### config.mk
export PLATFORM = sky130hd
export DESIGN_NAME = irq_sequencer_flat
export DESIGN_NICKNAME = d
export VERILOG_FILES = /design/src/rtl/irq_pkg.sv /design/src/rtl/irq_sequencer_if.sv /design/src/rtl/irq_sequencer_arbiter.sv /design/src/rtl/irq_sequencer.sv /design/src/flat_wrapper.sv
export SDC_FILE = /design/constraint.sdc
export NUM_CORES = 1
export LEC_CHECK = 0
export CORE_AREA = 3 3 40 42
export DETAILED_ROUTE_END_ITERATION = 10
export DIE_AREA = 0 0 43 45
export PLACE_DENSITY = 0.72
export SLEW_MARGIN = 10
export SYNTH_ARGS = -nofsm -noshare
export SYNTH_HDL_FRONTEND = slang
export SYNTH_SLANG_ARGS = --single-unit
### constraint.sdc
create_clock -name i_clk -period 3.2 [get_ports i_clk]
set_input_delay 0.64 -clock i_clk [delete_from_list [all_inputs] [get_ports i_clk]]
set_output_delay 0.64 -clock i_clk [all_outputs]
set_load 0.1 [all_outputs]
### src/rtl/irq_pkg.sv
// Shared types and constants for the machine-mode interrupt sequencer and the CSR file.
package irq_pkg;

   typedef enum logic [1:0] {
      IDLE    = 2'd0,
      ARMED   = 2'd1,
      TAKE    = 2'd2,
      HANDLER = 2'd3
   } irq_state_t;

   localparam int N_SRC_DEFAULT = 4;

   // Interrupt flag the CSR file ORs into MCAUSE when it composes cause values.
   localparam logic [31:0] MCAUSE_INT_BIT = 32'h8000_0000;

endpackage

### src/rtl/irq_sequencer_if.sv
// Bundle between the interrupt sequencer and its environment (IRQ lines, CPU FSM, CSR file).
// Handshake: int_req is level "take me at a boundary"; the take happens on the clock edge where
// int_req and instr_boundary are both high, and int_taken is the one-cycle acknowledgement after it.
interface irq_sequencer_if
   import irq_pkg::*;
#(
   parameter int N_SRC   = N_SRC_DEFAULT,
   parameter int CAUSE_W = $clog2(N_SRC)
);
   logic [N_SRC-1:0]   irq;
   logic               csr_mie;
   logic               instr_boundary;
   logic               mret;
   logic               int_req;
   logic               int_taken;
   logic [CAUSE_W-1:0] int_cause;
   logic               in_handler;
   logic [N_SRC-1:0]   pending;
   irq_state_t         dbg_state;

   modport master (
      output irq, csr_mie, instr_boundary, mret,
      input  int_req, int_taken, int_cause, in_handler, pending, dbg_state
   );

   modport slave (
      input  irq, csr_mie, instr_boundary, mret,
      output int_req, int_taken, int_cause, in_handler, pending, dbg_state
   );

endinterface

### src/rtl/irq_sequencer_arbiter.sv
// Combinational grant selection over the pending vector.
// IRQ_SEQ_RR_EN selects round-robin starting at i_ptr; otherwise fixed lowest-index priority.
module irq_arbiter
   import irq_pkg::*;
#(
   parameter int N_SRC   = N_SRC_DEFAULT,
   parameter int CAUSE_W = $clog2(N_SRC)
) (
   input  logic [N_SRC-1:0]   i_pending,
`ifdef IRQ_SEQ_RR_EN
   input  logic [CAUSE_W-1:0] i_ptr,
`endif
   output logic [CAUSE_W-1:0] o_grant,
   output logic               o_valid
);

`ifdef IRQ_SEQ_RR_EN
   int w_idx;

   // Scan offsets from farthest to nearest so the first set bit at/after the pointer wins.
   always_comb begin
      o_grant = '0;
      o_valid = 1'b0;
      w_idx   = 0;
      for (int k = N_SRC - 1; k >= 0; k--) begin
         w_idx = (int'(i_ptr) + k) % N_SRC;
         if (i_pending[w_idx]) begin
            o_grant = CAUSE_W'(w_idx);
            o_valid = 1'b1;
         end
      end
   end
`else
   always_comb begin
      o_grant = '0;
      o_valid = 1'b0;
      for (int i = N_SRC - 1; i >= 0; i--) begin
         if (i_pending[i]) begin
            o_grant = CAUSE_W'(i);
            o_valid = 1'b1;
         end
      end
   end
`endif

endmodule

### src/rtl/irq_sequencer.sv
// Machine-mode interrupt sequencer: edge-latches IRQ lines, arbitrates, hands off to the CPU at an
// instruction boundary and blocks nesting until MRET. Optional macro IRQ_SEQ_RR_EN: round-robin grant.
module irq_sequencer
   import irq_pkg::*;
#(
   parameter int N_SRC   = N_SRC_DEFAULT,
   parameter int CAUSE_W = $clog2(N_SRC)
) (
   input logic            i_clk,
   input logic            i_rst_n,
   irq_sequencer_if.slave io_seq
);

   irq_state_t         r_state;
   irq_state_t         w_state_nxt;
   logic [N_SRC-1:0]   r_irq_q;
   logic [N_SRC-1:0]   r_pending;
   logic [N_SRC-1:0]   w_edge;
   logic [N_SRC-1:0]   w_clear;
   logic [CAUSE_W-1:0] r_cause;
   logic [CAUSE_W-1:0] w_grant;
   logic               w_grant_valid;
   logic               w_take;

`ifdef IRQ_SEQ_RR_EN
   logic [CAUSE_W-1:0] r_ptr;

   irq_arbiter #(.N_SRC(N_SRC), .CAUSE_W(CAUSE_W)) u_arbiter (
      .i_pending (r_pending),
      .i_ptr     (r_ptr),
      .o_grant   (w_grant),
      .o_valid   (w_grant_valid)
   );

   always_ff @(posedge i_clk or negedge i_rst_n) begin
      if (!i_rst_n) begin
         r_ptr <= '0;
      end else if (w_take) begin
         if (int'(w_grant) == N_SRC - 1) r_ptr <= '0;
         else                            r_ptr <= w_grant + 1'b1;
      end
   end
`else
   irq_arbiter #(.N_SRC(N_SRC), .CAUSE_W(CAUSE_W)) u_arbiter (
      .i_pending (r_pending),
      .o_grant   (w_grant),
      .o_valid   (w_grant_valid)
   );
`endif

   assign w_edge  = io_seq.irq & ~r_irq_q;
   assign w_take  = (r_state == ARMED) && io_seq.csr_mie && w_grant_valid && io_seq.instr_boundary;
   assign w_clear = w_take ? (N_SRC'(1) << w_grant) : '0;

   // A new edge on the bit being taken is ORed in after the clear, so it stays pending.
   always_ff @(posedge i_clk or negedge i_rst_n) begin
      if (!i_rst_n) begin
         r_irq_q   <= '0;
         r_pending <= '0;
         r_cause   <= '0;
      end else begin
         r_irq_q   <= io_seq.irq;
         r_pending <= (r_pending & ~w_clear) | w_edge;
         if (w_take) r_cause <= w_grant;
      end
   end

   always_ff @(posedge i_clk or negedge i_rst_n) begin
      if (!i_rst_n) r_state <= IDLE;
      else          r_state <= w_state_nxt;
   end

   always_comb begin
      w_state_nxt = r_state;
      unique case (r_state)
         IDLE:    if (w_grant_valid && io_seq.csr_mie) w_state_nxt = ARMED;
         ARMED: begin
            if (!io_seq.csr_mie || !w_grant_valid) w_state_nxt = IDLE;
            else if (io_seq.instr_boundary)        w_state_nxt = TAKE;
         end
         TAKE:    w_state_nxt = HANDLER;
         HANDLER: if (io_seq.mret) w_state_nxt = IDLE;
         default: w_state_nxt = IDLE;
      endcase
   end

   always_comb begin
      io_seq.int_req    = (r_state == ARMED);
      io_seq.int_taken  = (r_state == TAKE);
      io_seq.in_handler = (r_state == TAKE) || (r_state == HANDLER);
      io_seq.dbg_state  = r_state;
   end

   assign io_seq.int_cause = r_cause;
   assign io_seq.pending   = r_pending;

endmodule

### src/flat_wrapper.sv
// flat-port wrapper written by rule: the top's interface ports become plain ports
module irq_sequencer_flat import irq_pkg::*;
#(
   parameter int N_SRC   = N_SRC_DEFAULT,
   parameter int CAUSE_W = $clog2(N_SRC)
)
  (i_clk, i_rst_n, io_seq_irq, io_seq_csr_mie, io_seq_instr_boundary, io_seq_mret, io_seq_int_req, io_seq_int_taken, io_seq_int_cause, io_seq_in_handler, io_seq_pending, io_seq_dbg_state);
  irq_sequencer_if #(.N_SRC(N_SRC), .CAUSE_W(CAUSE_W)) io_seq_i ();
  input logic i_clk;
  input logic i_rst_n;
  input wire logic [$bits(io_seq_i.irq)-1:0] io_seq_irq;
  input wire logic [$bits(io_seq_i.csr_mie)-1:0] io_seq_csr_mie;
  input wire logic [$bits(io_seq_i.instr_boundary)-1:0] io_seq_instr_boundary;
  input wire logic [$bits(io_seq_i.mret)-1:0] io_seq_mret;
  output wire logic [$bits(io_seq_i.int_req)-1:0] io_seq_int_req;
  output wire logic [$bits(io_seq_i.int_taken)-1:0] io_seq_int_taken;
  output wire logic [$bits(io_seq_i.int_cause)-1:0] io_seq_int_cause;
  output wire logic [$bits(io_seq_i.in_handler)-1:0] io_seq_in_handler;
  output wire logic [$bits(io_seq_i.pending)-1:0] io_seq_pending;
  output wire logic [$bits(io_seq_i.dbg_state)-1:0] io_seq_dbg_state;
  assign io_seq_i.irq = io_seq_irq;
  assign io_seq_i.csr_mie = io_seq_csr_mie;
  assign io_seq_i.instr_boundary = io_seq_instr_boundary;
  assign io_seq_i.mret = io_seq_mret;
  assign io_seq_int_req = io_seq_i.int_req;
  assign io_seq_int_taken = io_seq_i.int_taken;
  assign io_seq_int_cause = io_seq_i.int_cause;
  assign io_seq_in_handler = io_seq_i.in_handler;
  assign io_seq_pending = io_seq_i.pending;
  assign io_seq_dbg_state = io_seq_i.dbg_state;
  irq_sequencer #(.N_SRC(N_SRC), .CAUSE_W(CAUSE_W)) u_core (.i_clk(i_clk), .i_rst_n(i_rst_n), .io_seq(io_seq_i));
endmodule
==> impl_metrics.ini, run 1 <==
[status]
status = completed

[setup_path]
cp.required_ns = 2.56
crit_type = register to output pin
crit_arrival_ns = 1.19
end_kind = output pin
startpoint_type = register
r2r_start = u_core.io_seq.pending[3]
crit_fanout = 6
startpoint = u_core.io_seq.dbg_state[0]

[yosys]
synth_xor_area_share_pct = 0
yosys_warnings = 0
syn_avg_cell_area_um2 = 11.7
synth.area.top_cells = dfrtp_1 60%, inv_1 4.5%, nand4_4 4.2%
yosysMostFrequentCell = dfrtp_1
synthCells = 43
synth_area_um2 = 502
synth.yosys.seq_area_share_pct = 59.9
synth_top_family_by_area = simple AND/OR/NAND/NOR gates
synth.distinct_cells = 18
synth_fp_nets = 52
synth_edf_count = 0
synth_top_area_share_pct = 59.9
muxShareOfSynthArea_pct = 4.99
synth_common_cells = 12 x dfrtp_1, 6 x inv_1, 5 x nand2_1, 3 x nor2b_1
synth_top_area_cell = dfrtp_1
async_reset_ff_share_pct = 100
ys_ff_latch = 12
synth_compound_gate_area_share_pct = 11.2
yosys.area_share.simple_pct = 18.7
synthAdderAreaFrac_pct = 0
yosys_most_used_dff = dfrtp_1

[sta]
slew_viol_final = 0
setup_ws_ns = 1.37
period_share_pct = 57.3
setup_violations = 0
slew_headroom_pct = 66.0
finalClockSkew_ns = 0.00119
finalSetupTns_ns = 0
rsz0062_at_grt = false
fin_crit_ns = 1.83
fin_hold_ws_ns = 0.421
hold_viol_final = 0
clock.fmax_mhz = 545
tightestPinTransition_ns = 0.508

[clock_network]
cts-root-buf = clkbuf_4
ctsHoldBuffers = 0
cts_buffers = 3
cts_tree = done
clk_latency_ns = 0.27
clock_sinks = 12
max-clock-path-buffers = 2
ctsResizeCount = 0
clkTransAtPathRegs_ns = 0.07
h-tree-depth = 1
post_cts_buffers = 0

[die]
start_util_pct = 39.0
row_count = 13
die_area_mm2 = 0.00194
die_w_um = 43
io_pins = 20
die_y_um = 45
core-area_mm2 = 0.00128

[routing]
totalWireLength_um = 910
vias = 369
vias_per_cell = 4.61
drtIter0Drc = 3
dr.pass1.iters = 2
ant_nets = 0
route.detailed.drc = 0
wl_per_cell_um = 11.4

[finish]
n_antenna_cell = 0
nNetsFinal = 75
area_growth_syn_to_layout_pct = 42.6
final_core_util_pct = 55.7
drive_above_1_share_pct = 29.2

[global_route]
grt_first_pass_wirelength_mm = 1.47
grt_usage_pct = 11.5
grt_start_max_net_pins = 13
grt_pass1_vias = 331
antenna_found_initial = 0
gr-total-overflow = 0

[place]
port_buffers = 19
gp_congestion = 0.718
dp_worst_setup_slack_ns = 1.22

[job]
maxCapViolations = 0

[hold_path]
hp-class = register to register
min_from = u_core.r_irq_q[3]
[layout make-up]
class                      count  area (µm²)
clock buffer                   4        36.3
fill                         120         569
inverter                       6        22.5
multi-input combinational     24         175
sequential                    12         300
tap                           15        18.8
timing repair buffer          19         163
[cell families after synthesis]
kind of cell,after synthesis
AND/OR/NAND/NOR,14
flip-flops,12
AO/OA/AOI/OAI,8
buffers and inverters,7
multiplexers,2
[critical path: stages (launching register included)]
cell and delay [ns]:
dfrtp_1 0.47, nor2b_1 0.16, buf_4 0.29
[placed cells by master, fill, tap and decap left out]
master           instances
dfrtp_1                 12
buf_4                   11
clkdlybuf4s50_1          8
inv_1                    6
nand2_1                  5
nor2b_1                  3
clkbuf_4                 3
a22o_1                   2
nand2b_1                 2
o21ai_0                  2
or4_4                    1
nand4_4                  1
or2_2                    1
a21o_1                   1
o31ai_1                  1
o41ai_1                  1
nand3_1                  1
a21oi_1                  1
mux2_4                   1
mux2i_1                  1
clkbuf_8                 1
[registers in the layout, indices dropped and copies added (netlist names), named ones only]
signal,cells
u_core.io_seq.pending,4
u_core.r_irq_q,4
u_core.io_seq.int_cause,2
u_core.io_seq.dbg_state,1
[per-stage QoR]
step,area (µm²),std cells
5_1_grt,716,80
3_5_place_dp,679,76
4_1_cts,716,80
3_3_place_gp,679,76
6_report,716,80
2_1_floorplan,502,43
[worst paths after layout]
path	end	depth (start not counted)	slack (ns)
worst max-delay path	io_seq_int_req	2	1.37
worst max register to register	u_core.io_seq.int_cause[0]	3	1.66
worst min register to register	u_core.io_seq.pending[3]	1	0.42
worst min-delay path	u_core.io_seq.pending[3]	1	0.42
min in group asynchronous	u_core.io_seq.pending[0]	1	0.70
max in group asynchronous	u_core.io_seq.pending[1]	1	2.16
[layer usage]
layer	vias to the layer above	wire, µm	global-route usage, %
li1	188	-	-
met1	165	381	11.9
met2	14	419	17.1
met3	2	89	4.38
met4	0	20	12.7
met5	-	0	0
Power of run 1 is left out: the tool's default activity adds up to more than one toggle a clock period on the data nets, which glitch-free logic cannot reach.
==> run 2, diff against run 1 <==
Clock period 3.2 ns to 1.7 ns, I/O delays scaled along.
==> impl_metrics.ini, run 2 (synthesis results as in run 1) <==
[global_route]
grt_start_max_net_pins = 13
grt_usage_pct = 11.5
grt_first_pass_wirelength_mm = 1.60
grt_pass1_vias = 368
antenna_found_initial = 0
gr-total-overflow = 0

[sta]
slew_viol_final = 0
setup_violations = 0
clock.fmax_mhz = 632
finalClockSkew_ns = 0.00723
finalSetupTns_ns = 0
rsz0062_at_grt = false
hold_viol_final = 0
tightestPinTransition_ns = 0.499
fin_crit_ns = 1.58
slew_headroom_pct = 66.6
period_share_pct = 93.1

[hold_path]
hp-class = primary input to async pin

[finish]
layout_common_cells = 11 x buf_12, 8 x clkdlybuf4s50_1, 6 x inv_1, 6 x dfrtp_1, 5 x nand2_1
area_growth_syn_to_layout_pct = 77.1
fin_cells = 81
n_antenna_cell = 0
drive_above_1_share_pct = 42.4
nNetsFinal = 76
mostFrequentLayoutCell = buf_12

[setup_path]
crit_path_end = u_core.io_seq.int_cause[0]
startpoint_type = register
crit_fanout = 5
ff2ff_setup_slack_ns = 0.12
rr_worst_depth = 3
crit_type = register to register
startpoint = u_core.io_seq.pending[3]
r2r_start = u_core.io_seq.pending[3]
cp.required_ns = 1.87
reg2reg_to = u_core.io_seq.int_cause[0]
end_kind = register
crit_arrival_ns = 1.75

[routing]
wl_per_cell_um = 12.0
route.detailed.drc = 0
m1WireLength_um = 425
drtIter0Drc = 3
ant_nets = 0
wl_met2_um = 492
wl_met3_um = 50
dr.pass1.iters = 2
vias_per_cell = 4.64
vias = 376
top_layer = met3
totalWireLength_um = 968

[die]
die_y_um = 45
start_util_pct = 39.0
die_area_mm2 = 0.00194
die_w_um = 43
row_count = 13
io_pins = 20
core-area_mm2 = 0.00128

[clock_network]
post_cts_buffers = 0
clock_sinks = 12
cts-root-buf = clkbuf_4
cts_buffers = 3
max-clock-path-buffers = 2
clkTransAtPathRegs_ns = 0.08
ctsHoldBuffers = 0
clk_latency_ns = 0.27
cts_tree = done
h-tree-depth = 1
ctsResizeCount = 0

[status]
status = completed

[place]
dp.cells = 77
place_hpwl_um = 808
gp_congestion = 0.697
port_buffers = 19

[job]
maxCapViolations = 0
-- run 2: cell count changes in the layout (fill, tap and decap cells not counted) --
cell,delta
buf_12,+11
nor2b_1,-2
dfrtp_1,-6
dfrtp_4,+2
buf_4,-10
nor2b_4,+2
dfrtp_2,+4
-- run 2: how the worst min path moves through the flow --
stage	endpoint	slack [ns]	depth (start not counted)
6_report	u_core.io_seq.pending[2]	0.40	1
5_1_grt	u_core.io_seq.pending[2]	0.42	1
4_1_cts	u_core.io_seq.pending[2]	0.41	1
3_5_place_dp	u_core.io_seq.pending[3]	0.41	1
3_3_place_gp	u_core.io_seq.pending[1]	0.40	1
2_1_floorplan	async pin	0.04	0
-- run 2: metal layers --
| layer | global-route usage (%) | up-vias |
|---|---|---|
| li1 | - | 192 |
| met1 | 13.5 | 174 |
| met2 | 17.7 | 10 |
| met3 | 5.98 | 0 |
| met4 | 5.42 | 0 |
| met5 | 0 | - |
-- run 2: worst max-delay path, cell delays in order (launching register included) --
cell and delay, ns:
dfrtp_4 0.51, or4_4 0.55, nand4_4 0.12, mux2_4 0.30
-- run 2: cell type report --
type                            count  area, µm²
Timing Repair Buffer               20        308
Sequential cell                    12        313
Fill cell                          92        397
Multi-Input combinational cell     24        190
Inverter                            6       22.5
Clock buffer                        4       36.3
Tap cell                           15       18.8
-- run 2: per-stage QoR --
stage / hold slack, ns / utilization, % / cell area (µm²) / setup slack [ns]
4_1_cts: 0.410 / 69.1 / 888 / 0.104
6_report: 0.397 / 69.1 / 888 / 0.117
3_3_place_gp: 0.400 / 66.3 / 852 / 0.0429
2_1_floorplan: 0.0444 / - / 531 / -0.0365
5_1_grt: 0.421 / 69.1 / 888 / 0.0818
3_5_place_dp: 0.415 / 66.3 / 852 / 0.00845
Power of run 2 is left out for the same reason.
==> run 3, diff against run 2 <==
Settings changed: CTS_BUF_LIST set to sky130_fd_sc_hd__clkbuf_8, CTS_CLUSTER_DIAMETER set to 40.
==> impl_metrics.ini, run 3 (synthesis results as in run 1) <==
[status]
status = completed

[finish]
layout_common_cells = 11 x buf_12, 8 x clkdlybuf4s50_1, 6 x inv_1, 6 x dfrtp_1, 5 x nand2_1
nNetsFinal = 76
n_antenna_cell = 0
drive_above_1_share_pct = 42.4
design_area_um2 = 907
mostFrequentLayoutCell = buf_12
area_growth_syn_to_layout_pct = 80.8

[place]
gp_congestion = 0.697
port_buffers = 19
placed_area_um2 = 852
place_hpwl_um = 808
dp_worst_setup_slack_ns = 0.00845

[die]
die_area_mm2 = 0.00194
row_count = 13
die_w_um = 43
start_util_pct = 39.0
io_pins = 20
die_y_um = 45
core-area_mm2 = 0.00128

[setup_path]
path_buf_inv = 0
cp.required_ns = 1.83
cp_slowest_cell = or4_4
path_cells = or4_4 -> nand4_4 -> mux2_4
crit_fanout = 5
startpoint_type = register
crit_arrival_ns = 1.71
crit_family = simple AND/OR/NAND/NOR gates
end_kind = register
crit_type = register to register
cpPeakStageDelay_ns = 0.55

[global_route]
grt_util_met3_pct = 4.78
grt_use_met2_pct = 18.0
antenna_found_initial = 0
gr-usage-met1_pct = 13.5
grt_start_max_net_pins = 13
gr-total-overflow = 0
busiest_layer = met2
grt_pass1_vias = 361
grt_usage_pct = 11.4
grt_first_pass_wirelength_mm = 1.58

[sta]
fin_hold_ws_ns = 0.418
period_share_pct = 93.3
slew_headroom_pct = 66.6
rsz0062_at_grt = false
tightestPinTransition_ns = 0.499
hold_viol_final = 0
setup_ws_ns = 0.114
slew_viol_final = 0
fin_crit_ns = 1.59
setup_violations = 0
finalSetupTns_ns = 0
clock.fmax_mhz = 631
finalClockSkew_ns = 0.00309

[clock_network]
ctsHoldBuffers = 0
ctsResizeCount = 0
post_cts_buffers = 0
cts-root-buf = clkbuf_8
cts_tree = done
clock_sinks = 12
clk_latency_ns = 0.24
h-tree-depth = 1
max-clock-path-buffers = 2
clkTransAtPathRegs_ns = 0.05
cts_buffers = 3

[routing]
ant_nets = 0
wl_per_cell_um = 12.5
totalWireLength_mm = 1.01
vias_per_cell = 4.73
dr.pass1.iters = 4
drtIter0Drc = 2
route.detailed.drc = 0
vias = 383

[hold_path]
hp-class = register to register

[job]
maxCapViolations = 0
run 3: changes by cell type in the layout (fill, tap and decap cells not counted):
| cell | delta |
|---|---|
| clkbuf_4 | -3 |
| clkbuf_8 | +3 |
run 3: routing by layer:
layer / routed length (µm) / share of wire (%)
met1: 439 / 43
met5: 0 / 0
met3: 46 / 4.5
met4: 0 / 0
met2: 528 / 52
run 3: through the flow:
stage	utilization (%)	cells
after floorplan	-	43
after global placement	66.3	77
after detailed placement	66.3	77
after CTS	70.6	81
after global routing	70.6	81
final	70.6	81
run 3: worst reg2reg max path, cell delays in order (launching register included):
cell and delay [ns]:
dfrtp_4 0.50, or4_4 0.55, nand4_4 0.12, mux2_4 0.30
run 3: layout make-up:
cell class | instances | area, µm²
inverters | 6 | 22.5
multi-input cells | 24 | 190
well taps | 15 | 18.8
repair buffers | 20 | 308
fillers | 87 | 378
flip-flops and latches | 12 | 313
clock buffers | 4 | 55.1
run 3: path summary, 6_finish.rpt:
| kind | start | endpoint | slack (ns) | cells after the start |
|---|---|---|---|---|
| setup / recovery | u_core.io_seq.pending[3] | u_core.io_seq.int_cause[0] | 0.11 | 3 |
| setup reg to reg | u_core.io_seq.pending[3] | u_core.io_seq.int_cause[0] | 0.11 | 3 |
| min in group asynchronous | i_rst_n | u_core.io_seq.pending[2] | 0.44 | 1 |
| max in group asynchronous | i_rst_n | u_core.io_seq.pending[3] | 0.89 | 1 |
| hold reg to reg | u_core.r_irq_q[3] | u_core.io_seq.pending[3] | 0.42 | 1 |
| hold / removal | u_core.r_irq_q[3] | u_core.io_seq.pending[3] | 0.42 | 1 |
Power of run 3 is left out for the same reason.
